$ cat config.mk
export PLATFORM = sky130hd
export DESIGN_NAME = traffic_controller
export DESIGN_NICKNAME = d
export VERILOG_FILES = /design/src/rtl/traffic_controller.sv
export SDC_FILE = /design/constraint.sdc
export NUM_CORES = 1
export LEC_CHECK = 0
export ABC_AREA = 1
export CAP_MARGIN = 20
export CORE_UTILIZATION = 47
export DETAILED_ROUTE_END_ITERATION = 8
export HOLD_SLACK_MARGIN = 0.03
export PLACE_DENSITY = 0.86
export SLEW_MARGIN = 5
export SYNTH_ARGS = -nofsm -noshare
export SYNTH_HDL_FRONTEND = slang
export SYNTH_SLANG_ARGS = --single-unit
$ cat constraint.sdc
create_clock -name i_clkin -period 1.7 [get_ports i_clkin]
set_clock_uncertainty 0.1 [all_clocks]
set_input_delay 0.255 -clock i_clkin [delete_from_list [all_inputs] [get_ports i_clkin]]
set_output_delay 0.255 -clock i_clkin [all_outputs]
set_load 0.02 [all_outputs]
$ cat src/rtl/traffic_controller.sv
// Two-road intersection sequencer with a pedestrian walk phase.
// Phase timing is counted in divider ticks; the FSM itself runs on every i_clkin.
//
//  state | meaning
//  ------+------------------------------------------------
//  MG    | main green, side red; holds until a request is pending
//  MY    | main yellow, side red
//  AR1   | all red clearance before side green or walk
//  SG    | side green, main red
//  SY    | side yellow, main red
//  WK    | pedestrian walk, all red
//  AR2   | all red clearance before returning to main green
module traffic_controller #(
    parameter int GREEN_TICKS  = 8,
    parameter int YELLOW_TICKS = 2,
    parameter int ALLRED_TICKS = 1,
    parameter int WALK_TICKS   = 4
) (
    input  logic       i_clkin,
    input  logic       i_clear,
    input  logic       i_tick,
    input  logic       i_sensor_b,
    input  logic       i_ped_req,
    output logic [2:0] o_main_light,
    output logic [2:0] o_side_light,
    output logic       o_walk,
    output logic       o_ped_ack,
    output logic [2:0] o_state
);

    typedef enum logic [2:0] {
        S_MG  = 3'd0,
        S_MY  = 3'd1,
        S_AR1 = 3'd2,
        S_SG  = 3'd3,
        S_SY  = 3'd4,
        S_WK  = 3'd5,
        S_AR2 = 3'd6,
        S_BAD = 3'd7
    } state_t;

    localparam logic [7:0] L_GREEN  = 8'(GREEN_TICKS - 1);
    localparam logic [7:0] L_YELLOW = 8'(YELLOW_TICKS - 1);
    localparam logic [7:0] L_ALLRED = 8'(ALLRED_TICKS - 1);
    localparam logic [7:0] L_WALK   = 8'(WALK_TICKS - 1);

    localparam logic [2:0] C_RED    = 3'b100;
    localparam logic [2:0] C_YELLOW = 3'b010;
    localparam logic [2:0] C_GREEN  = 3'b001;

    state_t     r_state;
    state_t     w_state_nxt;
    logic [7:0] r_timer;
    logic [7:0] w_timer_nxt;
    logic       r_ped_pend;
    logic       r_side_pend;
    logic       r_ped_ack;
    logic       w_ped_nxt;
    logic       w_side_nxt;
    logic       w_expired;
    logic       w_enter_wk;
    logic       w_enter_sg;

    function automatic logic [7:0] f_load(input state_t s);
        logic [7:0] v;
        v = L_GREEN;
        case (s)
            S_MY, S_SY:   v = L_YELLOW;
            S_AR1, S_AR2: v = L_ALLRED;
            S_WK:         v = L_WALK;
            default:      v = L_GREEN;
        endcase
        return v;
    endfunction

    assign w_expired = i_tick && (r_timer == 8'd0);

    always_comb begin
        w_state_nxt = r_state;
        case (r_state)
            S_MG:    if (w_expired && (r_ped_pend || r_side_pend)) w_state_nxt = S_MY;
            S_MY:    if (w_expired) w_state_nxt = S_AR1;
            S_AR1:   if (w_expired) w_state_nxt = r_ped_pend ? S_WK : S_SG;
            S_SG:    if (w_expired) w_state_nxt = S_SY;
            S_SY:    if (w_expired) w_state_nxt = S_AR2;
            S_WK:    if (w_expired) w_state_nxt = S_AR2;
            S_AR2:   if (w_expired) w_state_nxt = S_MG;
            default: w_state_nxt = S_MG;
        endcase
    end

    // MG with no request parks the timer at 0, so the first tick after a request leaves.
    always_comb begin
        w_timer_nxt = r_timer;
        if (w_state_nxt != r_state) begin
            w_timer_nxt = f_load(w_state_nxt);
        end else if (i_tick && (r_timer != 8'd0)) begin
            w_timer_nxt = r_timer - 8'd1;
        end
    end

    assign w_enter_wk = (w_state_nxt == S_WK) && (r_state != S_WK);
    assign w_enter_sg = (w_state_nxt == S_SG) && (r_state != S_SG);

    // Requests arriving on the clock that enters their service state are absorbed.
    always_comb begin
        w_ped_nxt = r_ped_pend;
        if (w_enter_wk) begin
            w_ped_nxt = 1'b0;
        end else if (i_ped_req && (r_state != S_WK)) begin
            w_ped_nxt = 1'b1;
        end

        w_side_nxt = r_side_pend;
        if (w_enter_sg) begin
            w_side_nxt = 1'b0;
        end else if (i_sensor_b && (r_state != S_SG)) begin
            w_side_nxt = 1'b1;
        end
    end

    always_ff @(posedge i_clkin) begin
        if (i_clear) begin
            r_state     <= S_MG;
            r_timer     <= L_GREEN;
            r_ped_pend  <= 1'b0;
            r_side_pend <= 1'b0;
            r_ped_ack   <= 1'b0;
        end else begin
            r_state     <= w_state_nxt;
            r_timer     <= w_timer_nxt;
            r_ped_pend  <= w_ped_nxt;
            r_side_pend <= w_side_nxt;
            r_ped_ack   <= w_ped_nxt && !r_ped_pend;
        end
    end

    always_comb begin
        o_main_light = C_RED;
        o_side_light = C_RED;
        o_walk       = 1'b0;
        case (r_state)
            S_MG:    o_main_light = C_GREEN;
            S_MY:    o_main_light = C_YELLOW;
            S_SG:    o_side_light = C_GREEN;
            S_SY:    o_side_light = C_YELLOW;
            S_WK:    o_walk       = 1'b1;
            default: o_walk       = 1'b0;
        endcase
    end

    assign o_state   = r_state;
    assign o_ped_ack = r_ped_ack;

endmodule
==> flow_metrics.py <==
metrics = {
    "outcome": {
        "status": "complete, but fails checks",
        "violations": "setup timing",
    },
    "power": {
        "leakage_nw": 0.825,
        "ir_worst_vdd_mv": 0.771,
        "p_per_area_mw_per_mm2": 464,
    },
    "logic_synthesis": {
        "ys_seq_area_frac": 0.282,
        "yosys_register_bits": 14,
        "synth_area_per_cell_sq_um": 7.16,
        "synth_area_sq_um": 995,
        "synth_cells": 139,
        "ys_warn_count": 0,
        "ys_types": 29,
        "synthesis.nets": 146,
    },
    "setup_path": {
        "worst_setup_path_end_kind": "flip-flop",
        "worst_ep_arrival_time_ns": 1.88,
        "cp_max_fo": 5,
        "slowest_delay_ns": 0.37,
        "timing.rr.start": "o_state[0]",
        "cpMostUsedCell": "nand2_1",
        "reg2reg_depth": 14,
        "critPathBufInv": 2,
        "path_cells": "buf_4, nor2_2, nand2_1, nand2_1, buf_4, nor2_2, nand2_1, nand2_2, nand3_1, nand2_1, nand2_2, nand3_2, nand2_2, nand2_1",
        "crit_slowest_cell": "dfxtp_4",
        "cp.required_ns": 1.79,
        "worstReg2RegEnd": "r_timer[1]",
        "critPathTopFamily": "simple AND/OR/NAND/NOR gates",
        "path_class": "reg2reg",
        "r2r_slack_ns": -0.09,
        "startpoint_type": "flip-flop",
    },
    "cts": {
        "numCtsBuffers": 3,
        "cts_sinks": 14,
        "root_buffer": "clkbuf_4",
        "cts_buffer_depth": 2,
        "h-tree-depth": 1,
        "worstSkewPairLatency_ns": 0.28,
        "hold_buffers": 0,
        "path_clk_slew_ns": 0.10,
        "cts_tree": "built",
    },
    "placed_design": {
        "dp_hpwl_mm": 1.98,
        "placed_cell_area_sq_mm": 0.00137,
        "port_buffers": 15,
        "gp_congestion": 0.837,
        "post-place-cells": 206,
    },
    "sta": {
        "period_share": 1.05,
        "period_needed_ns": 1.79,
        "drv_slew": 0,
        "slew-limit-headroom": 0.753,
        "rsz0062_at_grt": "yes",
        "tightest_slew_ns": 0.370,
        "setup_viol": 9,
        "hold_viol_final": 0,
        "timing.fmax_mhz": 558,
        "worst_slack_ns": -0.0930,
    },
    "grt": {
        "grt_pass1_wl_mm": 4.25,
        "antenna_found_initial": 0,
        "grt_pass1_vias": 989,
        "grtUsageTotal": 0.271,
        "grt_overflow": 0,
        "grt_max_degree": 9,
    },
    "drt": {
        "vias": 1143,
        "wl_mm": 3.18,
        "remaining_drc_errors": 0,
        "firstDrtPassIters": 4,
        "vias_per_cell": 5.22,
        "dr.first_iter.drc_count": 39,
        "post_drt_wl_per_cell_um": 14.5,
        "ant_nets": 0,
    },
    "run": {
        "timing.max_cap.violations": 0,
    },
    "hold_path": {
        "hold_class": "reg2reg",
        "min_to": "o_ped_ack",
        "min_from": "r_ped_pend",
        "hold_path_depth": 2,
    },
    "cells_and_area": {
        "fin_cells": 219,
        "final_util": 0.814,
        "drive_above_1_share": 0.542,
        "syn_to_final_growth_pct": 62.1,
        "stdcell_area_sq_mm": 0.00161,
        "final_cell_mix": "33 x buf_4, 22 x nand2_1, 14 x inv_1",
        "final_nets": 200,
        "layout_commonest_cell": "buf_4",
        "antenna_cells": 0,
    },
    "floorplan": {
        "fp-row-count": 16,
        "dieArea_sq_mm": 0.00230,
        "io_pins": 16,
        "die_w_um": 48.0,
        "coreArea_sq_mm": 0.00198,
        "die_h_um": 48.0,
        "initial_utilization": 0.502,
    },
}
metrics by stage:
| stage | TNS (ns) | worst slack, ns | power [mW] | hold slack, ns |
|---|---|---|---|---|
| floorplan | 0 | 0.0209 | 0.430 | 0.220 |
| global placement | -1.71 | -0.229 | 0.477 | 0.420 |
| detailed placement | -2.43 | -0.289 | 0.482 | 0.438 |
| CTS | -0.336 | -0.0745 | 0.735 | 0.454 |
| global route | -1.32 | -0.198 | 0.776 | 0.480 |
| finish | -0.542 | -0.0930 | 0.748 | 0.461 |
power breakdown:
part	internal, mW	switching, mW	total, mW
Combinational	0.0685	0.0830	0.152
Clock	0.130	0.116	0.246
Sequential	0.340	0.00984	0.350
layout make-up:
class / count / area (sq um)
well taps: 27 / 33.8
repair buffers: 49 / 398
multi-input cells: 103 / 762
inverters: 22 / 90.1
fillers: 116 / 369
clock buffers: 4 / 36.3
flip-flops and latches: 14 / 293
synthesized netlist by cell type, drive strengths merged:
cell / count / area, sq um
nor2: 17 / 97.6
o211ai: 2 / 15.0
o21ai: 5 / 36.3
a21o: 1 / 7.51
dfxtp: 14 / 280
o31ai: 1 / 7.51
xor2: 4 / 35.0
nand3: 12 / 65.1
nand2: 42 / 231
xnor2: 1 / 8.76
inv: 22 / 85.1
nor3: 2 / 15.0
ha: 2 / 25.0
nand4: 7 / 43.8
or2: 2 / 12.5
a21oi: 5 / 28.8
worst min-delay path, delay by kind of cell, from the launching register on:
family                 cells  cell delay, ns
and+or+nand+nor            1            0.04
buffers and inverters      1            0.14
DFF                        1            0.34
sequential cells by signal, indices dropped and copies added, names as in the netlist:
register	cells
o_state	3
r_side_pend	1
r_ped_pend	1
o_ped_ack	1
r_timer	8
metal layers:
metal | vias up | share of wire | global-route usage
li1 | 554 | - | -
met1 | 543 | 0.44 | 0.349
met2 | 36 | 0.49 | 0.446
met3 | 10 | 0.033 | 0.0453
met4 | 0 | 0.031 | 0.111
met5 | - | 0 | 0
worst max-delay path by stage:
stage	from	cells past startpoint	endpoint	slack, ns
after detailed placement	i_tick	10	r_timer[1]	-0.29
after global placement	i_tick	10	r_timer[2]	-0.23
final	o_state[0]	14	r_timer[1]	-0.09
after global routing	o_state[1]	15	r_timer[1]	-0.20
after CTS	r_timer[1]	12	r_timer[5]	-0.07
after floorplan	r_timer[0]	13	r_timer[2]	0.02
cell families after synthesis:
logic type / synth area share
buffers and inverters: 0.0855
AO/OA/AOI/OAI: 0.0956
AND/OR/NAND/NOR: 0.468
flip-flops: 0.282
adder cells (fa/ha/maj): 0.0252
XOR/XNOR: 0.0440
repair_timing:
item / 4_1_cts / 5_1_grt
endpoints found under the setup margin: 19 / 15
gates resized for setup: 49 / 27
cloned: 0 / 0
setup buffers: 4 / 5
pin swaps: 17 / 16
(Power assumes the default switching activity.)
==> variant 1: new RTL, same flow settings <==
Register the input `i_sensor_b` before use. The logic sees it one clock later. The other inputs are not delayed to match.
--- a/src/rtl/traffic_controller.sv
+++ b/src/rtl/traffic_controller.sv
@@ -48,4 +48,10 @@
     localparam logic [2:0] C_YELLOW = 3'b010;
     localparam logic [2:0] C_GREEN  = 3'b001;
+
+    logic i_sensor_b_q;
+
+    always_ff @(posedge i_clkin) begin
+        i_sensor_b_q <= i_sensor_b;
+    end
 
     state_t     r_state;
@@ -115,5 +121,5 @@
         if (w_enter_sg) begin
             w_side_nxt = 1'b0;
-        end else if (i_sensor_b && (r_state != S_SG)) begin
+        end else if (i_sensor_b_q && (r_state != S_SG)) begin
             w_side_nxt = 1'b1;
         end
Behaviour: not the same (a bounded check fails within 4 cycles, from zero or initial values).
==> variant 1 against the original RTL <==
Critical path depth up 1; largest cell class unchanged; the flow still finishes with violations (setup timing); wire length is 19% lower; synthesized area fell by 2.9%; critical path type unchanged; total power decreased by 0.67%; clock power shrank 14%; sequential cell count rose by 1; largest power group unchanged; worst setup slack gained 0.027 ns; design area is 9.7% lower.
==> variant 1: results (changes against the original RTL) <==
[metrics] total wire length: 2.58 mm (-19%)
[metrics] standby leakage power: 0.000759 µW (-8.0%)
[metrics] Slowest cell on crit path: dfxtp_2
[metrics] nets: 199 (-0.50%)
[metrics] Rel. slew slack: 77.6% (+2.3 points)
[metrics] synthesized net count: 150 (+2.7%)
[metrics] slack of the critical path: -0.0659 ns (+0.0272 ns)
[metrics] cell total after placement: 208 (+0.97%)
[metrics] xor and xnor fraction of the mapped netlist area: 5.44% (+1.0 points)
[metrics] worst reg-to-reg path cell count: 15 (+1)
[metrics] Crit Path Max Fanout: 6 (+1)
[metrics] final count of negative-setup-slack endpoints: 8 (-1)
[metrics] cells after synthesis: 143 (+2.9%)
[metrics] arrival time reported for the critical path endpoint: 1.85 ns (-0.03 ns)
[metrics] maximum ir drop on the vdd rail: 0.000352 V (-54%)
[metrics] Routed WL per cell: 11.8 µm (-19%)
[metrics] maximum number of pins on one net before global-route repair: 10 (+1)
[metrics] first-pass GRT wire length: 3.87 mm (-8.9%)
[metrics] post-synthesis compound-gate area fraction: 7.51% (-2.0 points)
[metrics] Post-Place Setup Slack: -0.178 ns (+0.110 ns)
[metrics] Adder-Cell Fraction of Synth Area: 2.59% (+0.075 points)
[metrics] main area contributors after synthesis: dfxtp_1 31%, nand2_1 12%, inv_1 8.5%
[metrics] run status: finished, violations left
[metrics] most common library cells after synthesis: 31 x nand2_1, 22 x inv_1, 21 x nor2_1
[metrics] count of different cell masters after synthesis: 23 (-21%)
[metrics] Tightest Hold Check Type: input pin to flop
[metrics] start point of the critical path: r_timer[1]
[metrics] layout cells sized above 1: 40.3% (-14 points)
[metrics] failing checks: setup timing
[metrics] routed vias: 1048 (-8.3%)
[metrics] post-CTS setup repair buffer count: 5 (+1)
-- variant 1: metal layers --
layer / track usage, % / up-vias / share of wire, %
li1: - / 528 / -
met1: 27.6 / 472 / 41
met2: 44.9 / 37 / 51
met3: 5.38 / 11 / 5.6
met4: 10.9 / 0 / 2.9
met5: 0 / - / 0
-- variant 1: power breakdown --
group | switching [µW] | internal, µW | total [µW]
clock network | 121 | 91.3 | 212
registers | 8.81 | 366 | 375
logic | 84.4 | 71.3 | 156
total | 214 | 528 | 743
-- variant 1: final cells by class --
class / instances / area (µm²)
clock buffers: 4 / 26.3
fillers: 154 / 485
inverters: 27 / 101
multi-input cells: 100 / 624
flip-flops and latches: 15 / 308
well taps: 27 / 33.8
repair buffers: 45 / 363
-- variant 1: through the flow --
step | power, µW | util, %
finish | 743 | 75.0
global route | 779 | 75.0
CTS | 741 | 74.4
detailed placement | 520 | 68.4
global placement | 518 | 68.4
floorplan | 463 | -
==> variant 2: new RTL, config.mk and constraints unchanged <==
Without the edit above. Set the parameter `GREEN_TICKS` to 4 (it was 8).
--- a/src/rtl/traffic_controller.sv
+++ b/src/rtl/traffic_controller.sv
@@ -12,5 +12,5 @@
 //  AR2   | all red clearance before returning to main green
 module traffic_controller #(
-    parameter int GREEN_TICKS  = 8,
+    parameter int GREEN_TICKS  = 4,
     parameter int YELLOW_TICKS = 2,
     parameter int ALLRED_TICKS = 1,
Behaviour: not the same (a bounded check fails within 10 cycles, from zero or initial values).
==> variant 2 against the original RTL <==
Highest routed layer unchanged; sequential cell count unchanged; design area down 5.6%; the run still ends with setup timing left; critical path depth up 1; worst setup slack better by 0.024 ns; wire length down 1.9%; synthesized area up 0.63%.
Power is not compared: it rests on default switching activity, and its combinational part moved more than twofold at a synthesized area within 25%.
==> variant 2: results (changes against the original RTL) <==
[metrics] RePlAce Congestion: 0.909 (+8.5%)
[metrics] slack of the critical path: -0.0689 ns (+0.0241 ns)
[metrics] nets: 204 (+2.0%)
[metrics] first-pass GRT wire length: 4.79 mm (+13%)
[metrics] standby leakage power: between 0.0007 and 0.0008 µW
[metrics] total track usage: 30.6% (+3.6 points)
[metrics] synthesized net count: 154 (+5.5%)
[metrics] fillcell total: 139 (+20%)
[metrics] average vias per placed instance: 5.37 (+2.9%)
[metrics] total wire length: 3.12 mm (-1.9%)
[metrics] Rel. slew slack: 77.7% (+2.3 points)
[metrics] max-slew violation count: 0 (unchanged)
[metrics] Tightest Hold Check Type: flop to flop
[metrics] maximum number of pins on one net before global-route repair: 10 (+1)
[metrics] run status: finished, violations left
[metrics] number of antenna violations at the first check in global routing: 0 (unchanged)
[metrics] startpoint of the lowest-slack register-to-register path: r_timer[1]
[metrics] hold path startpoint: r_timer[2]
[metrics] vias in the first global route: 1117 (+13%)
[metrics] top_reg_cell synth: dfxtp_1
[metrics] async set-or-reset flop fraction in the synthesized netlist: 0% (unchanged)
[metrics] most common library cells after synthesis: 33 x nand2_1, 18 x inv_1, 14 x dfxtp_1
[metrics] arrival time reported for the critical path endpoint: 1.90 ns (+0.02 ns)
[metrics] count of different cell masters after synthesis: 27 (-6.9%)
[metrics] CTS Buffer Depth: 2 (unchanged)
[metrics] post-route setup TNS: -0.192 ns (+0.350 ns)
[metrics] start point of the critical path: r_timer[1]
[metrics] layout cells sized above 1: 44.9% (-9.3 points)
[metrics] sequential share of the synthesized area: 28.0% (-0.18 points)
[metrics] final count of negative-setup-slack endpoints: 5 (-4)
[metrics] main area contributors after synthesis: dfxtp_1 28%, nand2_1 12%, inv_1 6.8%
[metrics] hpwl dp: 2.23 mm (+13%)
[metrics] Post-Place Setup Slack: -0.155 ns (+0.134 ns)
[metrics] failing checks: setup timing
[metrics] Initial DRC Count: 39 (unchanged)
-- variant 2: final timing paths --
kind	end	slack, ns	cells past startpoint
max	r_timer[1]	-0.07	15
min	r_timer[2]	0.42	2
max reg2reg	r_timer[1]	-0.07	15
min reg2reg	r_timer[2]	0.42	2
-- variant 2: worst max-delay path, stage by stage (launching register included) --
cell and delay (ns):
dfxtp_2 0.34, inv_2 0.08, ha_4 0.15, nand2_4 0.06
nor2_8 0.15, nand3_2 0.09, nand2_2 0.10, nand2_4 0.07
nand2_4 0.08, buf_6 0.10, nand3_1 0.06, nand2_1 0.07
nand2_1 0.05, nand2_1 0.07, nand2_1 0.07, nand2_1 0.06
-- variant 2: cells by family after synthesis --
logic type                 synth area share, %
AOI/OAI and AO/OA                         8.00
adders and majority gates                 2.50
and+or+nand+nor                           47.9
DFF                                       28.0
xor gates and xnor gates                  4.38
buffers and inverters                     9.25
-- variant 2: through the flow --
step / cell area [µm²] / util [%] / instances / hold WS (ns)
floorplan: 1000 / - / 147 / 0.326
detailed placement: 1370 / 69.2 / 213 / 0.417
CTS: 1490 / 75.3 / 221 / 0.431
global route: 1520 / 76.8 / 223 / 0.438
finish: 1520 / 76.8 / 223 / 0.420
global placement: 1370 / 69.2 / 213 / 0.414
-- variant 2: timing repair --
item,CTS,global route
resized for setup,30,23
pin swaps,6,14
cloned,1,1
setup endpoints to repair,19,17
setup buffers,3,1
-- variant 2: metal layers --
layer  track usage, %  routed length (µm)
met1             35.8                1280
met2             54.1                1570
met3             6.67                 172
met4             11.7                  97
met5                0                   0
-- variant 2: final cells by class --
type	count	area share [%]
sequential	14	19.3
tap	27	2.22
timing repair buffer	44	22.8
multi-input combinational	111	47.3
clock buffer	4	2.38
inverter	23	6.00
